==> config.mk <==
export PLATFORM = sky130hd
export DESIGN_NAME = lenet_vote_flat
export DESIGN_NICKNAME = d
export VERILOG_FILES = /design/src/rtl/lenet_vote_if.sv /design/src/rtl/lenet_vote.sv /design/src/flat_wrapper.sv
export SDC_FILE = /design/constraint.sdc
export NUM_CORES = 1
export LEC_CHECK = 0
export CAP_MARGIN = 30
export CORE_MARGIN = 3
export CORE_UTILIZATION = 55
export CTS_BUF_LIST = sky130_fd_sc_hd__clkbuf_4 sky130_fd_sc_hd__clkbuf_8 sky130_fd_sc_hd__clkbuf_16
export CTS_CLUSTER_SIZE = 28
export DETAILED_ROUTE_END_ITERATION = 8
export HOLD_SLACK_MARGIN = 0.08
export PLACE_DENSITY_LB_ADDON = 0.2
export SYNTH_ARGS = -nofsm -noshare
export SYNTH_HDL_FRONTEND = slang
export SYNTH_SLANG_ARGS = --single-unit
==> constraint.sdc <==
create_clock -name clk -period 4.2 [get_ports clk]
set_input_delay 0.84 -clock clk [delete_from_list [all_inputs] [get_ports clk]]
set_output_delay 0.84 -clock clk [all_outputs]
set_load 0.01 [all_outputs]
==> src/rtl/lenet_vote_if.sv <==
// ---------------------------------------------------------------------------
// lenet_vote_if
// Groups the LeNet result inputs and the vote outputs of lenet_vote.
//
// Signals
//   lenet_ready   : LeNet done level; every 0->1 transition is one new result
//   lenet_digit   : LeNet classification, valid while lenet_ready is high
//   clear         : synchronous flush of the vote history (active high)
//   voted_digit   : majority digit
//   vote_count    : occurrences of voted_digit in the history
//   voted_valid   : vote_count reached the minimum vote threshold
//   result_strobe : one-cycle pulse when the vote outputs are updated
//   overrun       : sticky flag, a result was dropped
//
// Modports
//   master : result producer / consumer of the vote (drives the inputs)
//   slave  : lenet_vote itself
// ---------------------------------------------------------------------------
interface lenet_vote_if #(
    parameter int WINDOW = 8
);
    localparam int CW = $clog2(WINDOW + 1);

    logic          lenet_ready;
    logic [3:0]    lenet_digit;
    logic          clear;
    logic [3:0]    voted_digit;
    logic [CW-1:0] vote_count;
    logic          voted_valid;
    logic          result_strobe;
    logic          overrun;

    modport master (
        output lenet_ready,
        output lenet_digit,
        output clear,
        input  voted_digit,
        input  vote_count,
        input  voted_valid,
        input  result_strobe,
        input  overrun
    );

    modport slave (
        input  lenet_ready,
        input  lenet_digit,
        input  clear,
        output voted_digit,
        output vote_count,
        output voted_valid,
        output result_strobe,
        output overrun
    );
endinterface

==> src/rtl/lenet_vote.sv <==
// ---------------------------------------------------------------------------
// lenet_vote
// Majority vote over the last WINDOW LeNet digit classifications.
// Each rising edge of lenet_ready (digit 0..9) is pushed into a circular
// history; a per-digit histogram is maintained incrementally and scanned
// digit 0..9 to find the most frequent one (ties go to the lower digit).
// The vote outputs are refreshed 12 cycles after the edge, with a one-cycle
// result_strobe.
//
// Ports
//   clk   : single clock (LeNet clock domain)
//   rst_n : asynchronous active-low reset
//   vif   : lenet_vote_if.slave (see interface header for the signal list)
//
// Parameters
//   WINDOW    : history depth, power of two, 2..16
//   MIN_VOTES : minimum count for voted_valid, 1..WINDOW
//
// Build option
//   LENET_VOTE_HYST_EN : when defined, voted_digit only changes if the scan
//                        winner's count strictly exceeds the count of the
//                        digit currently reported; otherwise it is held.
// ---------------------------------------------------------------------------
module lenet_vote #(
    parameter int WINDOW    = 8,
    parameter int MIN_VOTES = 5
) (
    input  logic         clk,
    input  logic         rst_n,
    lenet_vote_if.slave  vif
);
    localparam int            CW         = $clog2(WINDOW + 1);
    localparam int            PW         = $clog2(WINDOW);
    localparam logic [CW-1:0] FULL_CNT   = CW'(WINDOW);
    localparam logic [CW-1:0] MIN_CNT    = CW'(MIN_VOTES);
    localparam logic [3:0]    LAST_DIGIT = 4'd9;

    typedef enum logic [1:0] {IDLE, UPDATE, SCAN, DONE} state_t;

    state_t        state_reg, state_next;

    logic          ready_q_reg;
    logic          new_result;

    logic [3:0]    cur_digit_reg;
    logic          pend_reg;
    logic [3:0]    pend_digit_reg;
    logic          overrun_reg;

    logic [PW-1:0] ptr_reg;
    logic [CW-1:0] fill_reg;
    logic          full;
    logic [3:0]    buf_mem [WINDOW];
    logic [3:0]    evict_reg;

    logic [CW-1:0] hist [10];

    logic [3:0]    scan_idx_reg;
    logic [3:0]    best_digit_reg;
    logic [CW-1:0] best_cnt_reg;
    logic [CW-1:0] scan_cnt;
    logic [3:0]    cand_digit;
    logic [CW-1:0] cand_cnt;

    logic [3:0]    voted_digit_reg;
    logic [CW-1:0] vote_count_reg;
    logic          voted_valid_reg;
    logic          strobe_reg;

    // Edge against the registered copy; out-of-range digits and edges that
    // coincide with clear are not results at all.
    assign new_result = vif.lenet_ready && !ready_q_reg &&
                        (vif.lenet_digit < 4'd10) && !vif.clear;
    assign full       = (fill_reg == FULL_CNT);

    // ------------------------------------------------------------------ FSM
    always_ff @(posedge clk or negedge rst_n) begin
        if (!rst_n) state_reg <= IDLE;
        else        state_reg <= state_next;
    end

    always_comb begin
        state_next = state_reg;
        case (state_reg)
            IDLE:    if (pend_reg || new_result) state_next = UPDATE;
            UPDATE:  state_next = SCAN;
            SCAN:    if (scan_idx_reg == LAST_DIGIT) state_next = DONE;
            DONE:    state_next = IDLE;
            default: state_next = IDLE;
        endcase
        if (vif.clear) state_next = IDLE;
    end

    // ------------------------------------------- edge capture and pending
    always_ff @(posedge clk or negedge rst_n) begin
        if (!rst_n) begin
            ready_q_reg    <= 1'b0;
            cur_digit_reg  <= 4'd0;
            pend_reg       <= 1'b0;
            pend_digit_reg <= 4'd0;
            overrun_reg    <= 1'b0;
        end else begin
            ready_q_reg <= vif.lenet_ready;
            if (vif.clear) begin
                pend_reg    <= 1'b0;
                overrun_reg <= 1'b0;
            end else if (state_reg == IDLE) begin
                if (pend_reg) begin
                    // The pending result goes first; a simultaneous new edge
                    // takes over the (now free) pending slot.
                    cur_digit_reg <= pend_digit_reg;
                    pend_reg      <= new_result;
                    if (new_result) pend_digit_reg <= vif.lenet_digit;
                end else if (new_result) begin
                    cur_digit_reg <= vif.lenet_digit;
                end
            end else if (new_result) begin
                if (pend_reg) begin
                    overrun_reg <= 1'b1;
                end else begin
                    pend_reg       <= 1'b1;
                    pend_digit_reg <= vif.lenet_digit;
                end
            end
        end
    end

    // ------------------------------------------------ history pointer/fill
    always_ff @(posedge clk or negedge rst_n) begin
        if (!rst_n) begin
            ptr_reg  <= '0;
            fill_reg <= '0;
        end else if (vif.clear) begin
            ptr_reg  <= '0;
            fill_reg <= '0;
        end else if (state_reg == UPDATE) begin
            ptr_reg <= ptr_reg + 1'b1;    // WINDOW is a power of two: natural wrap
            if (!full) fill_reg <= fill_reg + 1'b1;
        end
    end

    // History RAM. The read is registered every cycle, so the entry about to
    // be overwritten is already in evict_reg when UPDATE runs (the pointer is
    // stable between IDLE and UPDATE).
    always_ff @(posedge clk) begin
        if (state_reg == UPDATE && !vif.clear) buf_mem[ptr_reg] <= cur_digit_reg;
        evict_reg <= buf_mem[ptr_reg];
    end

    // ------------------------------------------------ per-digit histogram
    genvar gi;
    generate
        for (gi = 0; gi < 10; gi++) begin : g_hist
            localparam logic [3:0] DIG = 4'(gi);
            logic          inc, dec;
            logic [CW-1:0] cnt_reg;

            assign inc      = (cur_digit_reg == DIG);
            assign dec      = full && (evict_reg == DIG);
            assign hist[gi] = cnt_reg;

            // new == evicted: +1 and -1 cancel, counter untouched
            always_ff @(posedge clk or negedge rst_n) begin
                if (!rst_n) begin
                    cnt_reg <= '0;
                end else if (vif.clear) begin
                    cnt_reg <= '0;
                end else if (state_reg == UPDATE) begin
                    if (inc && !dec)      cnt_reg <= cnt_reg + 1'b1;
                    else if (dec && !inc) cnt_reg <= cnt_reg - 1'b1;
                end
            end
        end
    endgenerate

    // ------------------------------------------------------------- scan
    always_comb begin
        scan_cnt = '0;
        for (int d = 0; d < 10; d++) begin
            if (scan_idx_reg == 4'(d)) scan_cnt = hist[d];
        end
    end

    // Strict greater-than keeps the lower digit on ties.
    always_comb begin
        cand_digit = best_digit_reg;
        cand_cnt   = best_cnt_reg;
        if (scan_cnt > best_cnt_reg) begin
            cand_digit = scan_idx_reg;
            cand_cnt   = scan_cnt;
        end
    end

    always_ff @(posedge clk or negedge rst_n) begin
        if (!rst_n) begin
            scan_idx_reg   <= 4'd0;
            best_digit_reg <= 4'd0;
            best_cnt_reg   <= '0;
        end else if (state_reg == UPDATE) begin
            scan_idx_reg   <= 4'd0;
            best_digit_reg <= 4'd0;
            best_cnt_reg   <= '0;
        end else if (state_reg == SCAN) begin
            scan_idx_reg   <= scan_idx_reg + 4'd1;
            best_digit_reg <= cand_digit;
            best_cnt_reg   <= cand_cnt;
        end
    end

`ifdef LENET_VOTE_HYST_EN
    // Histogram count of the digit currently reported.
    logic [CW-1:0] held_cnt;
    always_comb begin
        held_cnt = '0;
        for (int d = 0; d < 10; d++) begin
            if (voted_digit_reg == 4'(d)) held_cnt = hist[d];
        end
    end
`endif

    // ---------------------------------------------------------- outputs
    // Loaded on the last SCAN cycle so that they (and the strobe) are
    // visible during DONE.
    always_ff @(posedge clk or negedge rst_n) begin
        if (!rst_n) begin
            voted_digit_reg <= 4'd0;
            vote_count_reg  <= '0;
            voted_valid_reg <= 1'b0;
            strobe_reg      <= 1'b0;
        end else if (vif.clear) begin
            vote_count_reg  <= '0;
            voted_valid_reg <= 1'b0;
            strobe_reg      <= 1'b0;
        end else if (state_reg == SCAN && scan_idx_reg == LAST_DIGIT) begin
            strobe_reg <= 1'b1;
`ifdef LENET_VOTE_HYST_EN
            if (cand_cnt > held_cnt) begin
                voted_digit_reg <= cand_digit;
                vote_count_reg  <= cand_cnt;
                voted_valid_reg <= (cand_cnt >= MIN_CNT);
            end else begin
                vote_count_reg  <= held_cnt;
                voted_valid_reg <= (held_cnt >= MIN_CNT);
            end
`else
            voted_digit_reg <= cand_digit;
            vote_count_reg  <= cand_cnt;
            voted_valid_reg <= (cand_cnt >= MIN_CNT);
`endif
        end else begin
            strobe_reg <= 1'b0;
        end
    end

    assign vif.voted_digit   = voted_digit_reg;
    assign vif.vote_count    = vote_count_reg;
    assign vif.voted_valid   = voted_valid_reg;
    assign vif.result_strobe = strobe_reg;
    assign vif.overrun       = overrun_reg;

endmodule
==> src/flat_wrapper.sv <==
// flat-port wrapper written by rule: the top's interface ports become plain ports
module lenet_vote_flat 
#(
    parameter int WINDOW    = 8,
    parameter int MIN_VOTES = 5
)
  (clk, rst_n, vif_lenet_ready, vif_lenet_digit, vif_clear, vif_voted_digit, vif_vote_count, vif_voted_valid, vif_result_strobe, vif_overrun);
  lenet_vote_if #(.WINDOW(WINDOW)) vif_i ();
  input  logic clk;
  input  logic rst_n;
  input wire logic [$bits(vif_i.lenet_ready)-1:0] vif_lenet_ready;
  input wire logic [$bits(vif_i.lenet_digit)-1:0] vif_lenet_digit;
  input wire logic [$bits(vif_i.clear)-1:0] vif_clear;
  output wire logic [$bits(vif_i.voted_digit)-1:0] vif_voted_digit;
  output wire logic [$bits(vif_i.vote_count)-1:0] vif_vote_count;
  output wire logic [$bits(vif_i.voted_valid)-1:0] vif_voted_valid;
  output wire logic [$bits(vif_i.result_strobe)-1:0] vif_result_strobe;
  output wire logic [$bits(vif_i.overrun)-1:0] vif_overrun;
  assign vif_i.lenet_ready = vif_lenet_ready;
  assign vif_i.lenet_digit = vif_lenet_digit;
  assign vif_i.clear = vif_clear;
  assign vif_voted_digit = vif_i.voted_digit;
  assign vif_vote_count = vif_i.vote_count;
  assign vif_voted_valid = vif_i.voted_valid;
  assign vif_result_strobe = vif_i.result_strobe;
  assign vif_overrun = vif_i.overrun;
  lenet_vote #(.WINDOW(WINDOW), .MIN_VOTES(MIN_VOTES)) u_core (.clk(clk), .rst_n(rst_n), .vif(vif_i));
endmodule
Yosys cells after proc, flatten, opt, wreduce, memory -nomap -nowiden
Memories as Yosys holds them, arrays and structs flattened. A register that Yosys moved wholly into a read port is not among the register bits.
Index checks and enable logic that the tools add are counted.
- mux-type cells: 89
- $add $sub $neg: 23
- magnitude comparators: 3
- eq/ne operators: 38
- bitwise logic cells: 1
- reductions and logical operators: 96
- operators with widths (cell ; number):
    4-bit two-way mux ; 69
    4-bit by 1-bit adder with 4-bit output, second input constant ; 12
    4-bit by 3-bit == test with 1-bit output, second input constant ; 12
    4-bit by 1-bit subtractor with 4-bit output, second input constant ; 10
    1-bit logical AND ; 35
    3-bit nonzero test ; 11
    4-bit == test, second input constant ; 7
    2-bit AND reduction ; 13
    4-bit by 2-bit == test with 1-bit output, second input constant ; 6
    1-bit zero test ; 22
    1-bit two-way mux ; 14
    2-bit nonzero test ; 7
    4-bit by 1-bit == test with 1-bit output, second input constant ; 3
    4-bit zero test ; 3
    2-bit one-hot mux with 4 select lines ; 1
    2-bit two-way mux ; 3
    3-bit two-way mux ; 2
    2-bit != test, second input constant ; 3
    3-bit by 2-bit != test with 1-bit output, second input constant ; 2
    3-bit AND reduction ; 2
    5-bit AND reduction ; 1
    2-bit == test, second input constant ; 2
    4-bit by 3-bit greater-or-equal comparator with 1-bit output, second input constant ; 1
    4-bit greater-than comparator ; 1
    other kinds (7) ; 8
- input bits: 8
- bits in writable memories: 32
- logic and storage cells: 276
- output and inout bits: 11
- flip-flop bits (word level): 82
- memories kept: 1
- memory list (name ; depth ; bits a word ; rd ports ; clocked after Yosys merged registers in ; wr ports ; line ; source):
    u_core.buf_mem ; 8 ; 4 ; 1 ; 1 ; 1 ; lenet_vote.sv:53 ; logic [3:0] buf_mem [WINDOW];

Longest topological paths before layout
Gate-level depths: netlist of run 1.
- depth in word-level cells: 16
- mapped depth: 16
- gate-level depth less buffers: 14

Least setup slack after synthesis of run 1
OpenSTA, ideal clock, no wires.
- path type: register to register
- start: register u_core.scan_idx_reg[0]
- end: register u_core.best_digit_reg[0]
- cell stages (with the launch flop): 16
- setup time: 0.139 ns
- data required time: 4.061 ns
- arrival time: 2.913 ns
- period minus slack after synthesis: 3.052 ns
- slack: 1.148 ns
- cell sequence: dfrtp_1 > inv_1 > ha_1 > buf_2 > nor2b_1 > a221o_1 > a221oi_1 > o31ai_2 > ha_1 > nand4_1 > o21ai_0 > a21oi_1 > clkbuf_1 > nor2_1 > a21oi_1 > o22ai_1
- cells in the longest elaborated chain, start to end: 15
- ends and longest elaborated chain (element ; line ; source):
    from (decl) ; lenet_vote.sv:58 ; logic [3:0] scan_idx_reg;
    from (signal assigned) ; lenet_vote.sv:204 ; scan_idx_reg <= scan_idx_reg + 4'd1;
    4-bit zero test ; lenet_vote.sv:180 ; if (scan_idx_reg == 4'(d)) scan_cnt = hist[d];
    4-bit two-way mux (10 in a row) ; lenet_vote.sv:180 ;
    4-bit greater-than comparator ; lenet_vote.sv:188 ; if (scan_cnt > best_cnt_reg) begin
    4-bit two-way mux (*) ; lenet_vote.sv:188 ;
    4-bit two-way mux (*) ; lenet_vote.sv:203 ; end else if (state_reg == SCAN) begin
    4-bit two-way mux (*) ; lenet_vote.sv:199 ; end else if (state_reg == UPDATE) begin
    to (signal assigned) ; lenet_vote.sv:205 ; best_digit_reg <= cand_digit;
    to (decl) ; lenet_vote.sv:59 ; logic [3:0] best_digit_reg;
Mark *: on every way between the ends. The rest lies on a longest branch, timed or not. The select of a mux whose other input is x is not followed.
A chain may end at the register's enable or synchronous reset.

Worst setup path in the final report of run 1
- start: register u_core.scan_idx_reg[1]
- end: register u_core.best_digit_reg[0]
- cells in the longest elaborated chain, start to end: 15
- ends and longest elaborated chain (element ; line):
    4-bit zero test ; lenet_vote.sv:180
    4-bit two-way mux (9 in a row) ; lenet_vote.sv:180
    4-bit two-way mux (*) ; lenet_vote.sv:180
    4-bit greater-than comparator (*) ; lenet_vote.sv:188
    4-bit two-way mux (*) ; lenet_vote.sv:188
    4-bit two-way mux (*) ; lenet_vote.sv:203
    4-bit two-way mux (*) ; lenet_vote.sv:199
Marked as above.

==> results of run 1 <==
-- cell families after synthesis --
kind of cell | Yosys count | synth area share [%]
and+or+nand+nor | 221 | 16.7
buffers and inverters | 60 | 3.64
muxes | 33 | 5.33
adders and majority gates | 45 | 9.15
AOI/OAI and AO/OA | 158 | 15.5
DFF | 118 | 44.4
xor gates and xnor gates | 42 | 5.38
-- final timing paths --
path                            depth (start not counted)                                      end
worst max-delay path                                   14     u_core.best_digit_reg[0]$_DFFE_PN0P_
worst min-delay path                                    1  u_core.g_hist[6].cnt_reg[3]$_DFFE_PN0P_
worst max register to register                         14     u_core.best_digit_reg[0]$_DFFE_PN0P_
worst min register to register                          2     u_core.vif.vote_count[2]$_DFFE_PN0P_
max in group asynchronous                               2  u_core.g_hist[1].cnt_reg[1]$_DFFE_PN0P_
min in group clk                                        2     u_core.vif.vote_count[2]$_DFFE_PN0P_
-- through the flow --
stage / instance area, um^2 / hold slack [ns]
2_1_floorplan: 6970 / 0.466
3_3_place_gp: 7230 / 0.472
3_5_place_dp: 7230 / 0.473
4_1_cts: 7850 / 0.485
5_1_grt: 7850 / 0.500
6_report: 7850 / 0.481
-- placed cells by master, fill, tap and decap left out, types with 4 or more instances in the layout --
cell,n
dfrtp_1,82
nor2_1,69
a21oi_1,50
nand2_1,47
ha_1,35
edfxtp_1,32
inv_1,26
xor2_1,23
o21ai_0,22
mux2i_1,18
xnor2_1,18
clkbuf_16,17
nor2b_1,16
clkdlybuf4s50_1,16
nor3_1,15
o21ai_1,15
a21o_1,14
mux2_2,13
nand2b_1,11
nand3_1,10
fa_1,10
and3_1,9
o22ai_1,7
nand3b_1,6
a22oi_1,6
clkbuf_4,6
a22o_1,5
or3_1,5
buf_4,5
or2_2,4
o311a_1,4
o221ai_1,4
a31oi_1,4
o21ai_2,4
bufinv_16,4
dfxtp_1,4
-- per-layer routing --
layer	track usage, %	vias up	routed length, um
li1	-	2438	-
met1	32.9	2527	7260
met2	36.7	122	7150
met3	5.60	18	759
met4	6.52	0	259
met5	0	-	0
-- area by class of cell --
type,count,area (um^2)
flip-flops and latches,118,3090
multi-input cells,499,3620
clock inverters,9,154
repair buffers,22,203
well taps,168,210
fillers,1008,4360
inverters,26,97.6
clock buffers,23,470
-- power groups by stage --
stage | logic (mW) | registers, mW | clock network (mW)
6_report | 2.01 | 1.71 | 1.53
5_1_grt | 2.25 | 1.75 | 1.61
4_1_cts | 1.99 | 1.70 | 1.54
3_5_place_dp | 1.97 | 1.72 | 0
3_3_place_gp | 1.89 | 1.71 | 0
2_1_floorplan | 1.65 | 1.56 | 0
==> impl_metrics.env, run 1 <==
export IMPL_status="finished, final reports clean"
export IMPL_clockBufferDepth=2
export IMPL_yosysTopAreaCell="dfrtp_1"
export IMPL_cp_arrival_ns=4.07
export IMPL_final_util_pct=64.3
export IMPL_die_y_um=119
export IMPL_crit_path_top_delay_cell="ha_1"
export IMPL_tritoncts="yes"
export IMPL_drtPass1Iterations=5
export IMPL_max_freq_mhz=264
export IMPL_cts_hold_buf=0
export IMPL_power_frac_seq_pct=32.5
export IMPL_async_flop_share_pct=69.5
export IMPL_path_buf_inv=2
export IMPL_grt_max_degree=59
export IMPL_power_frac_clock_pct=29.2
export IMPL_dpl_hpwl_mm=10.8
export IMPL_hold_class="in -> async"
export IMPL_power_switching_mw=2.02
export IMPL_period_minus_slack_ns=3.79
export IMPL_grt_pass1_wl_mm=26.1
export IMPL_worst_setup_path_start_kind="flip-flop"
export IMPL_leakage_nw=3.30
export IMPL_synth_area_per_cell_um2=10.3
export IMPL_final_hold_viol_count=0
export IMPL_detail_route_wl_per_cell_um=17.8
export IMPL_combPwrFrac_pct=38.3
export IMPL_root_buffer="clkbuf_16"
export IMPL_boundaryPins=19
export IMPL_yosysMostFrequentCell="dfrtp_1"
export IMPL_std_cell_rows=40
export IMPL_setup_ws_ns=0.406
export IMPL_reg2reg_from="u_core.scan_idx_reg[1]$_DFFE_PN0P_"
export IMPL_clk_pin_slew_worst_paths_ns=0.06
export IMPL_cap_violations=0
export IMPL_portBuffers=18
export IMPL_rsz0062_at_grt="no"
export IMPL_ys_flop_type="dfrtp_1"
export IMPL_drt_total_wl_mm=15.4
export IMPL_cts_sinks=118
export IMPL_synth_common_cells="dfrtp_1, nor2_1, a21oi_1"
export IMPL_path_max_fanout=22
export IMPL_gp_congestion=0.924
export IMPL_grt_usage_pct=23.5
export IMPL_yosys_warnings=0
export IMPL_fin_cells=865
export IMPL_areaGrowthSynthToFinish_pct=12.6
export IMPL_drt_iter0_drc=422
export IMPL_start_util_pct=57.1
export IMPL_crit_family="compound AO/OA/AOI/OAI gates"
export IMPL_synth_edf_count=32
export IMPL_diodes=0
export IMPL_synth_distinct_cells=71
export IMPL_yosysTopAreaCellShare_pct=29.4
export IMPL_cp_end_kind="flip-flop"
export IMPL_cp_required_ns=4.47
export IMPL_grt_overflow=0
export IMPL_viasPerCell=5.90
export IMPL_die_w_um=119
export IMPL_die_area_um2=14100
export IMPL_power_internal_mw=3.23
export IMPL_ys_ff_latch=118
export IMPL_clk_latency_ns=0.42
export IMPL_drc_errors=0
export IMPL_r2r_setup_slack_ns=0.41
export IMPL_path_cells="inv_1, ha_1, a21oi_1, o21ai_0, a31oi_1, a2111oi_0, or2_1, ha_1, o21ai_0, a21oi_1, buf_4, and2_1, a21oi_1, o22ai_1"
export IMPL_final_period_utilization_pct=90.3
export IMPL_syn_area_um2=6970
export IMPL_setup_viol=0
export IMPL_path_class="reg -> reg"
export IMPL_fp_coreArea_um2=12200
export IMPL_cts_setup_buffers=0
export IMPL_relSlewSlack_pct=45.0
export IMPL_dp_slack_ns=0.522
export IMPL_antenna_found_initial=0
export IMPL_nNetsFinal=737
export IMPL_synth_cells=677
export IMPL_cts_buffers=17
export IMPL_max_stage_delay_ns=0.61
export IMPL_slew_violations=0
export IMPL_placed_cells=833
export IMPL_cp_startpoint="u_core.scan_idx_reg[1]$_DFFE_PN0P_"
export IMPL_clock_skew_ns=0.0127
export IMPL_power_mw=5.25
export IMPL_ir_worst_vdd_mv=0.423
export IMPL_worst_pin_slew_ns=0.818
export IMPL_synthTopCellsByArea="dfrtp_1, edfxtp_1, ha_1, nor2_1, a21oi_1"
export IMPL_vias=5105
export IMPL_swShare_pct=38.6
export IMPL_syn_nets=730
export IMPL_crit_top_cell="a21oi_1"
export IMPL_pwr_density_cell_nw_per_um2=668
export IMPL_ant_nets=0
export IMPL_post_cts_resized=0
export IMPL_h_tree_depth=4
export IMPL_setup_tns_ns=0
export IMPL_largest_reg_flops=40
export IMPL_grt_pass1_vias=5032
export IMPL_drive_above_1_share_pct=11.2
export IMPL_ys_seq_area_share_pct=44.4
Note: power is estimated with default switching activity, not from simulation.
==> inputs of run 2 (changes only) <==
--- a/config.mk
+++ b/config.mk
@@ -13,6 +13,7 @@
 export DETAILED_ROUTE_END_ITERATION = 8
 export HOLD_SLACK_MARGIN = 0.08
 export PLACE_DENSITY_LB_ADDON = 0.2
+export SLEW_MARGIN = 0
 export SYNTH_ARGS = -nofsm -noshare
 export SYNTH_HDL_FRONTEND = slang
 export SYNTH_SLANG_ARGS = --single-unit
==> results of run 2 <==
Same layout as run 1: the final DEF is identical, and so are final timing and power.
==> inputs of run 3 (changes only) <==
--- a/config.mk
+++ b/config.mk
@@ -9,8 +9,10 @@
 export CORE_MARGIN = 3
 export CORE_UTILIZATION = 55
 export CTS_BUF_LIST = sky130_fd_sc_hd__clkbuf_4 sky130_fd_sc_hd__clkbuf_8 sky130_fd_sc_hd__clkbuf_16
+export CTS_CLUSTER_DIAMETER = 50
 export CTS_CLUSTER_SIZE = 28
 export DETAILED_ROUTE_END_ITERATION = 8
+export DONT_BUFFER_PORTS = 1
 export HOLD_SLACK_MARGIN = 0.08
 export PLACE_DENSITY_LB_ADDON = 0.2
 export SLEW_MARGIN = 0
==> constraint.sdc (replaced) <==
create_clock -name clk -period 3.7 [get_ports clk]
set_input_delay 0.74 -clock clk [delete_from_list [all_inputs] [get_ports clk]]
set_output_delay 0.74 -clock clk [all_outputs]
set_load 0.01 [all_outputs]
==> impl_metrics.env, run 3 (synthesis results as in run 1) <==
export IMPL_clock_skew_ns=0.0136
export IMPL_h_tree_depth=4
export IMPL_std_cell_rows=40
export IMPL_drt_total_wl_mm=16.0
export IMPL_clk_pin_slew_worst_paths_ns=0.06
export IMPL_final_period_utilization_pct=93.1
export IMPL_nNetsFinal=727
export IMPL_final_hold_viol_count=0
export IMPL_ff_latch_area_um2=3090
export IMPL_hold_class="in -> async"
export IMPL_vias=5124
export IMPL_ant_nets=0
export IMPL_cts_buffers=17
export IMPL_grt_pass1_wl_mm=26.9
export IMPL_grt_pass1_vias=5151
export IMPL_max_stage_delay_ns=0.48
export IMPL_final_common_cell="dfrtp_1"
export IMPL_cp_arrival_ns=3.78
export IMPL_grt_overflow=0
export IMPL_clk_latency_ns=0.43
export IMPL_start_util_pct=57.1
export IMPL_r2r_setup_slack_ns=0.25
export IMPL_diodes=0
export IMPL_max_freq_mhz=290
export IMPL_slew_violations=0
export IMPL_drtPass1Iterations=5
export IMPL_power_mw=6.04
export IMPL_rsz0062_at_grt="no"
export IMPL_path_cells="ha_1, buf_4, nor2b_1, a221o_1, a221oi_1, o31ai_2, ha_1, nand4_1, o21ai_0, a21oi_1, buf_4, and2_1, a21oi_1, o22ai_1"
export IMPL_gp_congestion=0.901
export IMPL_cts_sinks=118
export IMPL_leakage_nw=3.28
export IMPL_period_minus_slack_ns=3.45
export IMPL_cap_violations=0
export IMPL_die_y_um=119
export IMPL_num_fill_cells=1026
export IMPL_cts_setup_buffers=0
export IMPL_die_area_um2=14100
export IMPL_tritoncts="yes"
export IMPL_drive_above_1_share_pct=13.1
export IMPL_cp_required_ns=4.04
export IMPL_path_class="reg -> reg"
export IMPL_portBuffers=0
export IMPL_dpl_hpwl_mm=11.3
export IMPL_drc_errors=0
export IMPL_antenna_found_initial=0
export IMPL_cp_end_kind="flip-flop"
export IMPL_grt_max_degree=83
export IMPL_worst_pin_slew_ns=0.795
export IMPL_multi_input_area_um2=3670
export IMPL_most_common_layout_cells="dfrtp_1, nor2_1, a21oi_1"
export IMPL_root_buffer="clkbuf_16"
export IMPL_viasPerCell=5.99
export IMPL_path_max_fanout=15
export IMPL_die_w_um=119
export IMPL_areaGrowthSynthToFinish_pct=11.7
export IMPL_crit_path_top_delay_cell="dfrtp_1"
export IMPL_setup_viol=0
export IMPL_drt_iter0_drc=276
export IMPL_setup_tns_ns=0
export IMPL_worst_setup_path_start_kind="flip-flop"
export IMPL_fp_coreArea_um2=12200
export IMPL_relSlewSlack_pct=47.0
export IMPL_detail_route_wl_per_cell_um=18.7
export IMPL_boundaryPins=19
export IMPL_pwr_density_cell_nw_per_um2=776
export IMPL_ir_worst_vdd_mv=0.536
export IMPL_status="finished, final reports clean"
export IMPL_clockBufferDepth=2
export IMPL_grt_usage_pct=24.2
export IMPL_largest_reg_flops=40
-- run 3: changes by cell type in the layout (fill, tap and decap cells not counted), sizes merged --
cell / before / now
clkdlybuf4s50: 16 / 0
inv: 26 / 37
buf: 6 / 12
clkbuf: 23 / 17
bufinv: 4 / 2
clkinvlp: 2 / 0
clkinv: 3 / 2
-- run 3: through the flow --
stage               hold WS, ns  util, %  worst slack, ns  std cells  cell area [um^2]
global route              0.229     63.8           0.0157        855              7790
floorplan                 0.444        -            0.648        677              6970
global placement          0.446     58.2            0.394        822              7110
finish                    0.202     63.8            0.255        855              7790
CTS                       0.227     63.4            0.225        855              7740
detailed placement        0.446     58.2            0.258        822              7110
-- run 3: per-layer routing --
| layer | vias to the layer above | routed length, um | share of wire [%] | track usage [%] |
|---|---|---|---|---|
| met2 | 133 | 7590 | 48 | 37.9 |
| met3 | 28 | 714 | 4.5 | 5.31 |
| met5 | - | 0 | 0 | 0 |
| met4 | 0 | 302 | 1.9 | 8.98 |
| li1 | 2421 | - | - | - |
| met1 | 2542 | 7340 | 46 | 33.0 |
-- run 3: critical path: cells and delay by family, from the launching register on --
kind	cells	cell delay [ns]
compound gates	7	1.46
fa+ha+maj	2	0.60
buf+inv	2	0.43
flops	1	0.48
simple gates	3	0.38
-- run 3: cell type report --
| cell class | count | share of cell area, % |
|---|---|---|
| well taps | 168 | 2.70 |
| clock inverters | 15 | 2.33 |
| repair buffers | 12 | 1.41 |
| flip-flops and latches | 118 | 39.7 |
| multi-input cells | 499 | 47.1 |
| clock buffers | 17 | 5.46 |
| inverters | 26 | 1.25 |
-- run 3: final timing paths --
| check | to | startpoint | depth (start not counted) |
|---|---|---|---|
| max in group asynchronous | u_core.scan_idx_reg[0]$_DFFE_PN0P_ | rst_n | 1 |
| worst min-delay path | u_core.g_hist[5].cnt_reg[0]$_DFFE_PN0P_ | rst_n | 1 |
| min in group clk | u_core.ready_q_reg$_DFF_PN0_ | vif_lenet_ready | 0 |
| worst max register to register | u_core.best_digit_reg[3]$_DFFE_PN0P_ | u_core.scan_idx_reg[1]$_DFFE_PN0P_ | 14 |
| worst min register to register | u_core.best_cnt_reg[3]$_DFFE_PN0P_ | u_core.best_cnt_reg[3]$_DFFE_PN0P_ | 1 |
| worst max-delay path | u_core.best_digit_reg[3]$_DFFE_PN0P_ | u_core.scan_idx_reg[1]$_DFFE_PN0P_ | 14 |
-- run 3: repair_timing --
action                                 CTS  global route
gates resized for setup                  0             9
endpoints found under the hold margin   82             0
hold buffers                             1             0
setup endpoints to repair                0            13
-- run 3: report_power, final --
part           switching (mW)  internal [mW]  total (mW)
sequential              0.354           1.59        1.94
clock                   0.687           1.02        1.71
combinational            1.43          0.963        2.39
==> patch (config.mk and constraints of run 2) <==
Build with the macro `LENET_VOTE_HYST_EN` defined.
--- a/src/rtl/lenet_vote.sv
+++ b/src/rtl/lenet_vote.sv
@@ -23,2 +23,4 @@
 // ---------------------------------------------------------------------------
+`define LENET_VOTE_HYST_EN
+
 module lenet_vote #(
Behaviour: same outputs for any inputs over 10 cycles, from zero or initial values and one cycle with rst_n low; that may be too few to reach the edited logic, so the function may still have changed.
==> patch against run 2 <==
Critical path depth increased by 7; area after synthesis grew 7.9%; total power grew 37%; design area increased by 16%; sequential power increased by 9%; sequential cell count did not move; worst setup slack worse by 0.34 ns; wire length rose by 27%; global-route usage grew 3.5 points; synthesized cell count increased by 16%; critical endpoint is now u_core.vif.vote_count[3].
==> patch: results <==
{
  "timing.final.crit_share_pct": 98.4,
  "synthMuxAreaShare_pct": 7.12,
  "status": "finished, final reports clean",
  "routed_wl_um": 19600,
  "r2r_end": "u_core.vif.vote_count[3]",
  "r2r_slack_ns": 0.07,
  "via_per_inst": 6.07,
  "synth_area_leaders": "dfrtp_1 27%, edfxtp_1 13%, ha_1 6.5%, nor2_1 4.6%, mux2i_1 4.5%",
  "hold-worst-slack_ns": 0.475,
  "ys_top_cells_by_count": "93 x nor2_1, 82 x dfrtp_1, 57 x a21oi_1",
  "tightestPinTransition_ns": 0.824,
  "synth-xor-area-share_pct": 5.24,
  "pre_cts_slack_ns": -0.166,
  "power_frac_comb_pct": 54.9,
  "met2_length_um": 9430,
  "ys_types": 69,
  "synth-seq-area-share_pct": 41.1,
  "synthAdderAreaFrac_pct": 9.15,
  "hpwl_um": 13500,
  "rr_worst_depth": 21,
  "highest_layer": "met4",
  "crit_path_max_incr_delay_ns": 0.46,
  "synth_nets": 839,
  "drive_above_1_share_pct": 20.4,
  "route.met3.wl_um": 950,
  "track_usage_pct": 27.0,
  "wirelength_met1_um": 8570,
  "grt_pass1_wl_um": 31200,
  "p_leak_nw": 3.79,
  "synth_flop_cell": "dfrtp_1",
  "place_inst": 986,
  "synth-compound-area-share_pct": 15.7,
  "grt_pass1_vias": 6166,
  "gp_congestion": 0.931,
  "slowest_stage": "dfrtp_2",
  "clk_path_buf_depth": 2,
  "nets": 896,
  "power_density_nw_per_um2": 790,
  "grt_max_degree": 62,
  "crit_start": "u_core.scan_idx_reg[0]",
  "fin_skew_ns": 0.0112,
  "cp_max_fo": 9,
  "syn_inst": 782,
  "p_sw_mw": 3.07,
  "cp.arrival_ns": 4.46,
  "drtIter0Drc": 512,
  "wl_per_cell_um": 19.1,
  "peakVddDrop_mv": 0.545,
  "power.share.clock_pct": 19.2
}
[patch: changes by cell type after synthesis, moves of 6 or more]
cell / before / now
nor2_1: 69 / 93
mux2i_1: 18 / 34
o21ai_1: 15 / 2
o21ai_0: 22 / 34
buf_2: 8 / 17
nor3_1: 15 / 24
nand2_1: 47 / 55
a21oi_1: 50 / 57
xor2_1: 23 / 30
o2bb2ai_1: 0 / 6
[patch: what timing repair did]
| item | 4_1_cts | 5_1_grt |
|---|---|---|
| buffers inserted | 5 | 5 |
| resized for setup | 12 | 57 |
| gates cloned | 0 | 0 |
| setup endpoints to repair | 9 | 9 |
| hold endpoints to repair | 0 | 0 |
| pin swaps | 7 | 25 |
[patch: routing by layer]
| layer | vias to the layer above | track usage (%) |
|---|---|---|
| li1 | 2902 | - |
| met1 | 3085 | 35.9 |
| met2 | 211 | 43.3 |
| met3 | 47 | 4.53 |
| met4 | 0 | 12.7 |
| met5 | - | 0 |
[patch: logic make-up after synthesis]
group,Yosys count
AND/OR/NAND/NOR,264
AO/OA/AOI/OAI,183
flip-flops,118
buffers and inverters,74
multiplexers,49
adder cells (fa/ha/maj),49
XOR/XNOR,45
[patch: final cells by class]
| cell class | count | area (um^2) |
|---|---|---|
| clock buffer | 17 | 425 |
| clock inverter | 15 | 129 |
| fill | 977 | 4220 |
| inverter | 32 | 123 |
| multi-input combinational | 590 | 4410 |
| sequential | 118 | 3090 |
| tap | 176 | 220 |
| timing repair buffer | 80 | 672 |
[patch: through the flow]
step                      utilization, %  cell area (um^2)
after floorplan                        -              7530
after global placement              61.1              8120
after detailed placement            61.1              8120
after CTS                           65.8              8750
after global routing                68.2              9070
final                               68.2              9070
